==> config.mk <==
export PLATFORM = sky130hd
export DESIGN_NAME = instr_fetch_flat
export DESIGN_NICKNAME = d
export VERILOG_FILES = /design/src/rtl/instr_fetch_if.sv /design/src/rtl/instr_fetch.sv /design/src/flat_wrapper.sv
export SDC_FILE = /design/constraint.sdc
export NUM_CORES = 1
export LEC_CHECK = 0
export BUFFER_PORTS_ARGS = -buffer_cell sky130_fd_sc_hd__buf_4
export CAP_MARGIN = 10
export CORE_ASPECT_RATIO = 0.5
export CORE_UTILIZATION = 45
export CTS_CLUSTER_DIAMETER = 40
export CTS_CLUSTER_SIZE = 24
export DETAILED_ROUTE_END_ITERATION = 16
export GPL_TIMING_DRIVEN = 0
export HOLD_SLACK_MARGIN = 0.05
export MAX_ROUTING_LAYER = met4
export PLACE_DENSITY = 0.71
export SETUP_SLACK_MARGIN = 0.1
export SYNTH_ARGS = -nofsm -noshare
export SYNTH_HDL_FRONTEND = slang
export SYNTH_SLANG_ARGS = --single-unit
==> constraint.sdc <==
create_clock -name clock -period 1.9 [get_ports clock]
set_input_delay 0.19 -clock clock [delete_from_list [all_inputs] [get_ports clock]]
set_output_delay 0.19 -clock clock [all_outputs]
set_load 0.01 [all_outputs]
==> src/rtl/instr_fetch_if.sv <==
// instr_fetch_if: bundle of every non-clock signal of the instruction fetch
// front end.
//   master : the fetch unit (instr_fetch)
//   slave  : its environment (PC register, instruction memory, execute,
//            decode)
// Signal groups:
//   PC register     : pc_in, pc_inc, pc_load, pc_load_val
//   execute         : redirect_valid, redirect_pc
//   memory request  : imem_req_valid, imem_req_ready, imem_req_addr
//   memory response : imem_rsp_valid, imem_rsp_data
//   decode          : out_valid, out_ready, out_pc, out_instr
interface instr_fetch_if #(
  parameter int unsigned XLEN = 32
);
  logic            pc_inc;
  logic            pc_load;
  logic [XLEN-1:0] pc_in;
  logic [XLEN-1:0] pc_load_val;
  logic            redirect_valid;
  logic [XLEN-1:0] redirect_pc;
  logic            imem_req_valid;
  logic            imem_req_ready;
  logic [XLEN-1:0] imem_req_addr;
  logic            imem_rsp_valid;
  logic [XLEN-1:0] imem_rsp_data;
  logic            out_valid;
  logic            out_ready;
  logic [XLEN-1:0] out_pc;
  logic [XLEN-1:0] out_instr;

  modport master (
    input  pc_in, redirect_valid, redirect_pc, imem_req_ready,
           imem_rsp_valid, imem_rsp_data, out_ready,
    output pc_inc, pc_load, pc_load_val, imem_req_valid, imem_req_addr,
           out_valid, out_pc, out_instr
  );

  modport slave (
    output pc_in, redirect_valid, redirect_pc, imem_req_ready,
           imem_rsp_valid, imem_rsp_data, out_ready,
    input  pc_inc, pc_load, pc_load_val, imem_req_valid, imem_req_addr,
           out_valid, out_pc, out_instr
  );
endinterface

==> src/rtl/instr_fetch.sv <==
// instr_fetch: instruction fetch front end.
// It steers an external PC register through inc/load/in, issues one
// instruction-memory request at a time, and queues the fetched {pc, instr}
// pairs in a 2-entry FIFO for decode. A redirect from execute reloads the PC
// and flushes the fetch path.
// Ports:
//   clock   : rising-edge clock shared with the PC register
//   reset_n : asynchronous active-low reset
//   bus     : instr_fetch_if.master (PC register, redirect, imem request and
//             response, decode output)
module instr_fetch #(
  parameter int unsigned     XLEN     = 32,
  parameter logic [XLEN-1:0] RESET_PC = '0,
  parameter int unsigned     PC_STEP  = 4
) (
  input logic           clock,
  input logic           reset_n,
  instr_fetch_if.master bus
);

  typedef enum logic [1:0] {BOOT, REQ, WAIT, DRAIN} state_t;

  state_t          state, state_nx;
  logic [XLEN-1:0] req_pc;
  logic [XLEN-1:0] buf_pc    [2];
  logic [XLEN-1:0] buf_instr [2];
  logic            wr_ptr, rd_ptr;
  logic [1:0]      count;

  logic            redirect;
  logic            req_valid;
  logic            pc_inc;
  logic            pc_load;
  logic [XLEN-1:0] pc_load_val;
  logic            push;
  logic            pop;
  logic            out_valid;

  // Redirects are ignored while the PC register is being initialised.
  assign redirect  = reset_n && (state != BOOT) && bus.redirect_valid;
  assign out_valid = (count != 2'd0);
  assign pop       = out_valid && bus.out_ready;

  always_comb begin
    state_nx    = state;
    req_valid   = 1'b0;
    pc_inc      = 1'b0;
    pc_load     = 1'b0;
    pc_load_val = RESET_PC;
    push        = 1'b0;
    if (reset_n) begin
      if (redirect) begin
        pc_load     = 1'b1;
        pc_load_val = bus.redirect_pc;
        case (state)
          // A response arriving with the redirect is the stale one: drop it
          // and fetch at once. This also holds in DRAIN, otherwise the FSM
          // would wait for a response that never comes.
          WAIT, DRAIN: state_nx = bus.imem_rsp_valid ? REQ : DRAIN;
          default:     state_nx = REQ;
        endcase
      end else begin
        case (state)
          BOOT: begin
            pc_load  = 1'b1;
            state_nx = REQ;
          end
          REQ: begin
            // Nothing is outstanding in REQ, so occupancy is the FIFO count.
            req_valid = (count < 2'd2);
            if (req_valid && bus.imem_req_ready) begin
              pc_inc   = 1'b1;
              state_nx = WAIT;
            end
          end
          WAIT: begin
            if (bus.imem_rsp_valid) begin
              push     = 1'b1;
              state_nx = REQ;
            end
          end
          DRAIN: begin
            if (bus.imem_rsp_valid) begin
              state_nx = REQ;
            end
          end
          default: state_nx = BOOT;
        endcase
      end
    end
  end

  always_ff @(posedge clock or negedge reset_n) begin
    if (!reset_n) begin
      state  <= BOOT;
      req_pc <= '0;
      wr_ptr <= 1'b0;
      rd_ptr <= 1'b0;
      count  <= '0;
      for (int unsigned i = 0; i < 2; i++) begin
        buf_pc[i]    <= '0;
        buf_instr[i] <= '0;
      end
    end else begin
      state <= state_nx;
      if (pc_inc) begin
        req_pc <= bus.pc_in;
      end
      if (redirect) begin
        wr_ptr <= 1'b0;
        rd_ptr <= 1'b0;
        count  <= '0;
      end else begin
        if (push) begin
          buf_pc[wr_ptr]    <= req_pc;
          buf_instr[wr_ptr] <= bus.imem_rsp_data;
          wr_ptr            <= ~wr_ptr;
        end
        if (pop) begin
          rd_ptr <= ~rd_ptr;
        end
        count <= count + 2'(push) - 2'(pop);
      end
    end
  end

  assign bus.pc_inc         = pc_inc;
  assign bus.pc_load        = pc_load;
  assign bus.pc_load_val    = pc_load_val;
  assign bus.imem_req_valid = req_valid;
  // The PC register has no reset, so the address is held at 0 in reset.
  assign bus.imem_req_addr  = reset_n ? bus.pc_in : '0;
  assign bus.out_valid      = out_valid;
  assign bus.out_pc         = buf_pc[rd_ptr];
  assign bus.out_instr      = buf_instr[rd_ptr];

  a_inc_load_exclusive: assert property (
    @(posedge clock) disable iff (!reset_n) !(bus.pc_inc && bus.pc_load));

  a_pc_step: assert property (
    @(posedge clock) disable iff (!reset_n)
    bus.pc_inc |=> (bus.pc_in == $past(bus.pc_in) + XLEN'(PC_STEP)));

endmodule

==> src/flat_wrapper.sv <==
// flat-port wrapper written by rule: the top's interface ports become plain ports
module instr_fetch_flat 
#(
  parameter int unsigned     XLEN     = 32,
  parameter logic [XLEN-1:0] RESET_PC = '0,
  parameter int unsigned     PC_STEP  = 4
)
  (clock, reset_n, bus_pc_in, bus_redirect_valid, bus_redirect_pc, bus_imem_req_ready, bus_imem_rsp_valid, bus_imem_rsp_data, bus_out_ready, bus_pc_inc, bus_pc_load, bus_pc_load_val, bus_imem_req_valid, bus_imem_req_addr, bus_out_valid, bus_out_pc, bus_out_instr);
  instr_fetch_if #(.XLEN(XLEN)) bus_i ();
  input logic clock;
  input logic reset_n;
  input wire logic [$bits(bus_i.pc_in)-1:0] bus_pc_in;
  input wire logic [$bits(bus_i.redirect_valid)-1:0] bus_redirect_valid;
  input wire logic [$bits(bus_i.redirect_pc)-1:0] bus_redirect_pc;
  input wire logic [$bits(bus_i.imem_req_ready)-1:0] bus_imem_req_ready;
  input wire logic [$bits(bus_i.imem_rsp_valid)-1:0] bus_imem_rsp_valid;
  input wire logic [$bits(bus_i.imem_rsp_data)-1:0] bus_imem_rsp_data;
  input wire logic [$bits(bus_i.out_ready)-1:0] bus_out_ready;
  output wire logic [$bits(bus_i.pc_inc)-1:0] bus_pc_inc;
  output wire logic [$bits(bus_i.pc_load)-1:0] bus_pc_load;
  output wire logic [$bits(bus_i.pc_load_val)-1:0] bus_pc_load_val;
  output wire logic [$bits(bus_i.imem_req_valid)-1:0] bus_imem_req_valid;
  output wire logic [$bits(bus_i.imem_req_addr)-1:0] bus_imem_req_addr;
  output wire logic [$bits(bus_i.out_valid)-1:0] bus_out_valid;
  output wire logic [$bits(bus_i.out_pc)-1:0] bus_out_pc;
  output wire logic [$bits(bus_i.out_instr)-1:0] bus_out_instr;
  assign bus_i.pc_in = bus_pc_in;
  assign bus_i.redirect_valid = bus_redirect_valid;
  assign bus_i.redirect_pc = bus_redirect_pc;
  assign bus_i.imem_req_ready = bus_imem_req_ready;
  assign bus_i.imem_rsp_valid = bus_imem_rsp_valid;
  assign bus_i.imem_rsp_data = bus_imem_rsp_data;
  assign bus_i.out_ready = bus_out_ready;
  assign bus_pc_inc = bus_i.pc_inc;
  assign bus_pc_load = bus_i.pc_load;
  assign bus_pc_load_val = bus_i.pc_load_val;
  assign bus_imem_req_valid = bus_i.imem_req_valid;
  assign bus_imem_req_addr = bus_i.imem_req_addr;
  assign bus_out_valid = bus_i.out_valid;
  assign bus_out_pc = bus_i.out_pc;
  assign bus_out_instr = bus_i.out_instr;
  instr_fetch #(.XLEN(XLEN), .RESET_PC(RESET_PC), .PC_STEP(PC_STEP)) u_core (.clock(clock), .reset_n(reset_n), .bus(bus_i));
endmodule
==> flow_summary.json <==
{
  "grt_pass1_vias": 5508,
  "layout_common_cells": "buf_4, dfrtp_1, mux2_2",
  "worstPathRequired_ps": 1710,
  "crit_start": "u_core.rd_ptr",
  "final_cells": 1111,
  "rsz0062_at_grt": "true",
  "intPower_w": 0.008579,
  "status": "completed",
  "synth_mux_area_share_pct": 35.35,
  "power.switching_w": 0.003232,
  "clock_latency_ps": 420,
  "fin_crit_ps": 1871,
  "worst-path-max-fanout": 4,
  "drt_iter0_drc": 164,
  "synth-xor-area-share_pct": 0.2253,
  "cp-end-kind": "output port",
  "rr_worst_depth": 4,
  "via_count": 5377,
  "clkSlewWorstSetupHoldPaths_ps": 60,
  "gp_congestion": 0.7444,
  "worstPathArrival_ps": 1680,
  "relSlewSlack_pct": 28.16,
  "wl_um": 19340,
  "pwr-share-clk_pct": 29.6,
  "antenna_found_initial": 0,
  "final_core_util_pct": 72.70,
  "comb_power_share_pct": 29.9,
  "cts_sinks": 166,
  "worst_path_most_repeated_cell": "buf_6",
  "synth_top_area_share_pct": 53.44,
  "crit_path_cell_trace": "buf_12 > clkbuf_16 > buf_6 > mux2_4 > buf_6",
  "ys_top_cells_by_area": "dfrtp_1, mux2_2, mux2_4",
  "post-route-period-util_pct": 98.49,
  "h-tree-depth": 4,
  "cpPeakStageDelay_ps": 450,
  "dp_cells": 983,
  "yosys.area_share.simple_pct": 6.889,
  "setup_violations": 0,
  "gr-total-overflow": 0,
  "nets": 975,
  "dieWidth_um": 187.9,
  "die-area_um2": 17840,
  "pin_count": 234,
  "ys_types": 26,
  "post-route-drc-count": 0,
  "synth_warnings": 0,
  "r2r_slack_ps": 70,
  "drv_cap": 0,
  "synth_top_family_by_area": "multiplexers",
  "layout_commonest_cell": "buf_4",
  "grt.total_usage_pct": 21.67,
  "drt_pass1_iterations": 4,
  "synthCells": 522,
  "worst_pin_slew_ps": 1074,
  "synth_fp_nets": 626,
  "drive_gt1_share_pct": 66.52,
  "rows": 33,
  "fp.coreArea_um2": 16640,
  "synth_top_cell_by_area": "dfrtp_1",
  "grt_max_degree": 60,
  "peakVddDrop_mv": 0.8185,
  "start_util_pct": 46.72,
  "hold_path.class": "in -> reg",
  "worst-path-buf-inv": 4,
  "crit_end": "bus_out_instr[0]",
  "critPathSlowestCell": "dfrtp_2",
  "sequentialPowerShare_pct": 40.5,
  "crit_family": "buffers and inverters",
  "critPathKind": "reg -> out",
  "r2r-start": "u_core.state[0]",
  "rr_endpoint": "u_core.buf_instr[18]",
  "finalMaxSlewViolations": 0,
  "yosys.area_share.adder_pct": 0.3219,
  "clockBufferDepth": 2,
  "cts-root-buf": "clkbuf_16",
  "ys_seq_elements": 166,
  "ant_nets": 0,
  "cp.depth": 5,
  "insertedDiodeCount": 0,
  "synth-compound-area-share_pct": 0.4829,
  "p_leak_nw": 6.283,
  "dp_hpwl_um": 11650,
  "cts_tree": "yes",
  "synth_area_per_cell_um2": 14.89,
  "grt_pass1_wl_um": 28700,
  "numPortBuffers": 233,
  "p_sw_share_pct": 27.37,
  "fmax_mhz": 534.4,
  "cts_inserted_buffers": 17,
  "fin_hold_ws_ps": 94.49,
  "finalHoldViolations": 0,
  "synth_area_um2": 7774,
  "area_growth_pct": 55.63,
  "seq_area_frac_synth_pct": 53.44,
  "skew_ps": 11.17,
  "cp-start-kind": "register",
  "avgRoutedWirePerCell_um": 17.40,
  "die_y_um": 94.94,
  "p_per_area_nw_per_um2": 976.3,
  "via_per_inst": 4.840
}
## power by group through the flow
| stage | registers (W) | clock network (W) | logic (W) |
|---|---|---|---|
| 2_1_floorplan | 0.00464 | 0 | 0.00171 |
| 3_3_place_gp | 0.00475 | 0 | 0.00269 |
| 3_5_place_dp | 0.00480 | 0 | 0.00273 |
| 4_1_cts | 0.00474 | 0.00354 | 0.00310 |
| 5_1_grt | 0.00489 | 0.00369 | 0.00376 |
| 6_report | 0.00479 | 0.00350 | 0.00353 |
## synth_stat cells, drive strengths merged
library cell / n
o21a: 2
a21oi: 1
and4bb: 1
nand2: 3
xor2: 1
dfrtp: 166
nand3: 1
clkbuf: 13
inv: 4
nor2: 7
or4b: 1
nor2b: 4
a21o: 1
mux2: 224
buf: 18
ha: 2
nor4: 1
and2: 65
xnor2: 1
nand3b: 1
o21ai: 2
nor3: 2
or2: 1
## final cells by class
type                            count  area (um^2)
Tap cell                          227        284.0
Buffer                             31        412.9
Multi-Input combinational cell    321         3536
Clock inverter                     10        121.4
Timing Repair Buffer              330         3097
Sequential cell                   166         4158
Fill cell                        1142         4542
Inverter                            4        15.01
Clock buffer                       22        474.2
## cells by family (layout without fill, tap and decap cells)
kind of cell,Yosys count,count (layout)
simple gates,87,87
compound gates,6,6
flops,166,166
fa+ha+maj,2,2
buf+inv,35,397
mux,224,224
xor+xnor,2,2
## worst min path at each step
stage | startpoint | end | slack [ps] | cells past startpoint
2_1_floorplan | reset_n | u_core.buf_instr[0] | -110 | 0
3_3_place_gp | bus_imem_rsp_data[27] | u_core.buf_instr[27] | 430 | 2
3_5_place_dp | reset_n | u_core.buf_instr[23] | 130 | 1
4_1_cts | bus_imem_rsp_valid | u_core.state[1] | 70 | 3
5_1_grt | bus_imem_rsp_valid | u_core.state[1] | 90 | 3
6_report | bus_imem_rsp_valid | u_core.state[1] | 90 | 3
## timing repair
| action | in CTS | in global routing |
|---|---|---|
| hold buffers | 72 | 0 |
| resized for setup | 43 | 135 |
| pin swaps | 3 | 23 |
| endpoints found under the hold margin | 262 | 0 |
| endpoints found under the setup margin | 294 | 244 |
| buffers inserted | 8 | 6 |
| gates cloned | 3 | 7 |
## per-stage QoR
stage	TNS (ps)	cell area (um^2)	setup WS (ps)	power, W
6_report	0	12100	28.69	0.01181
5_1_grt	-136.0	12100	-23.79	0.01234
4_1_cts	0	11500	3.826	0.01139
3_5_place_dp	-188920	9842	-1224	0.007531
3_3_place_gp	-426690	9807	-2022	0.007438
2_1_floorplan	0	7774	179.8	0.006352
## flip-flops by register name (all words and copies together) (netlist names)
signal,cells
u_core.count,2
u_core.buf_instr,64
u_core.rd_ptr,1
u_core.buf_pc,64
u_core.req_pc,32
u_core.wr_ptr,1
u_core.state,2
## metal layers
metal | vias to the layer above | global-route usage, % | share of wire, %
li1 | 2519 | - | -
met1 | 2741 | 27.01 | 46
met2 | 108 | 36.36 | 50
met3 | 9 | 4.571 | 3.3
met4 | 0 | 5.488 | 0.50
met5 | - | - | 0
## tightest hold or removal path: cells and delay by family
kind            cells  cell delay, ps
compound gates      1             110
buf+inv             1             120
simple gates        1              60
(Power assumes the default switching activity.)
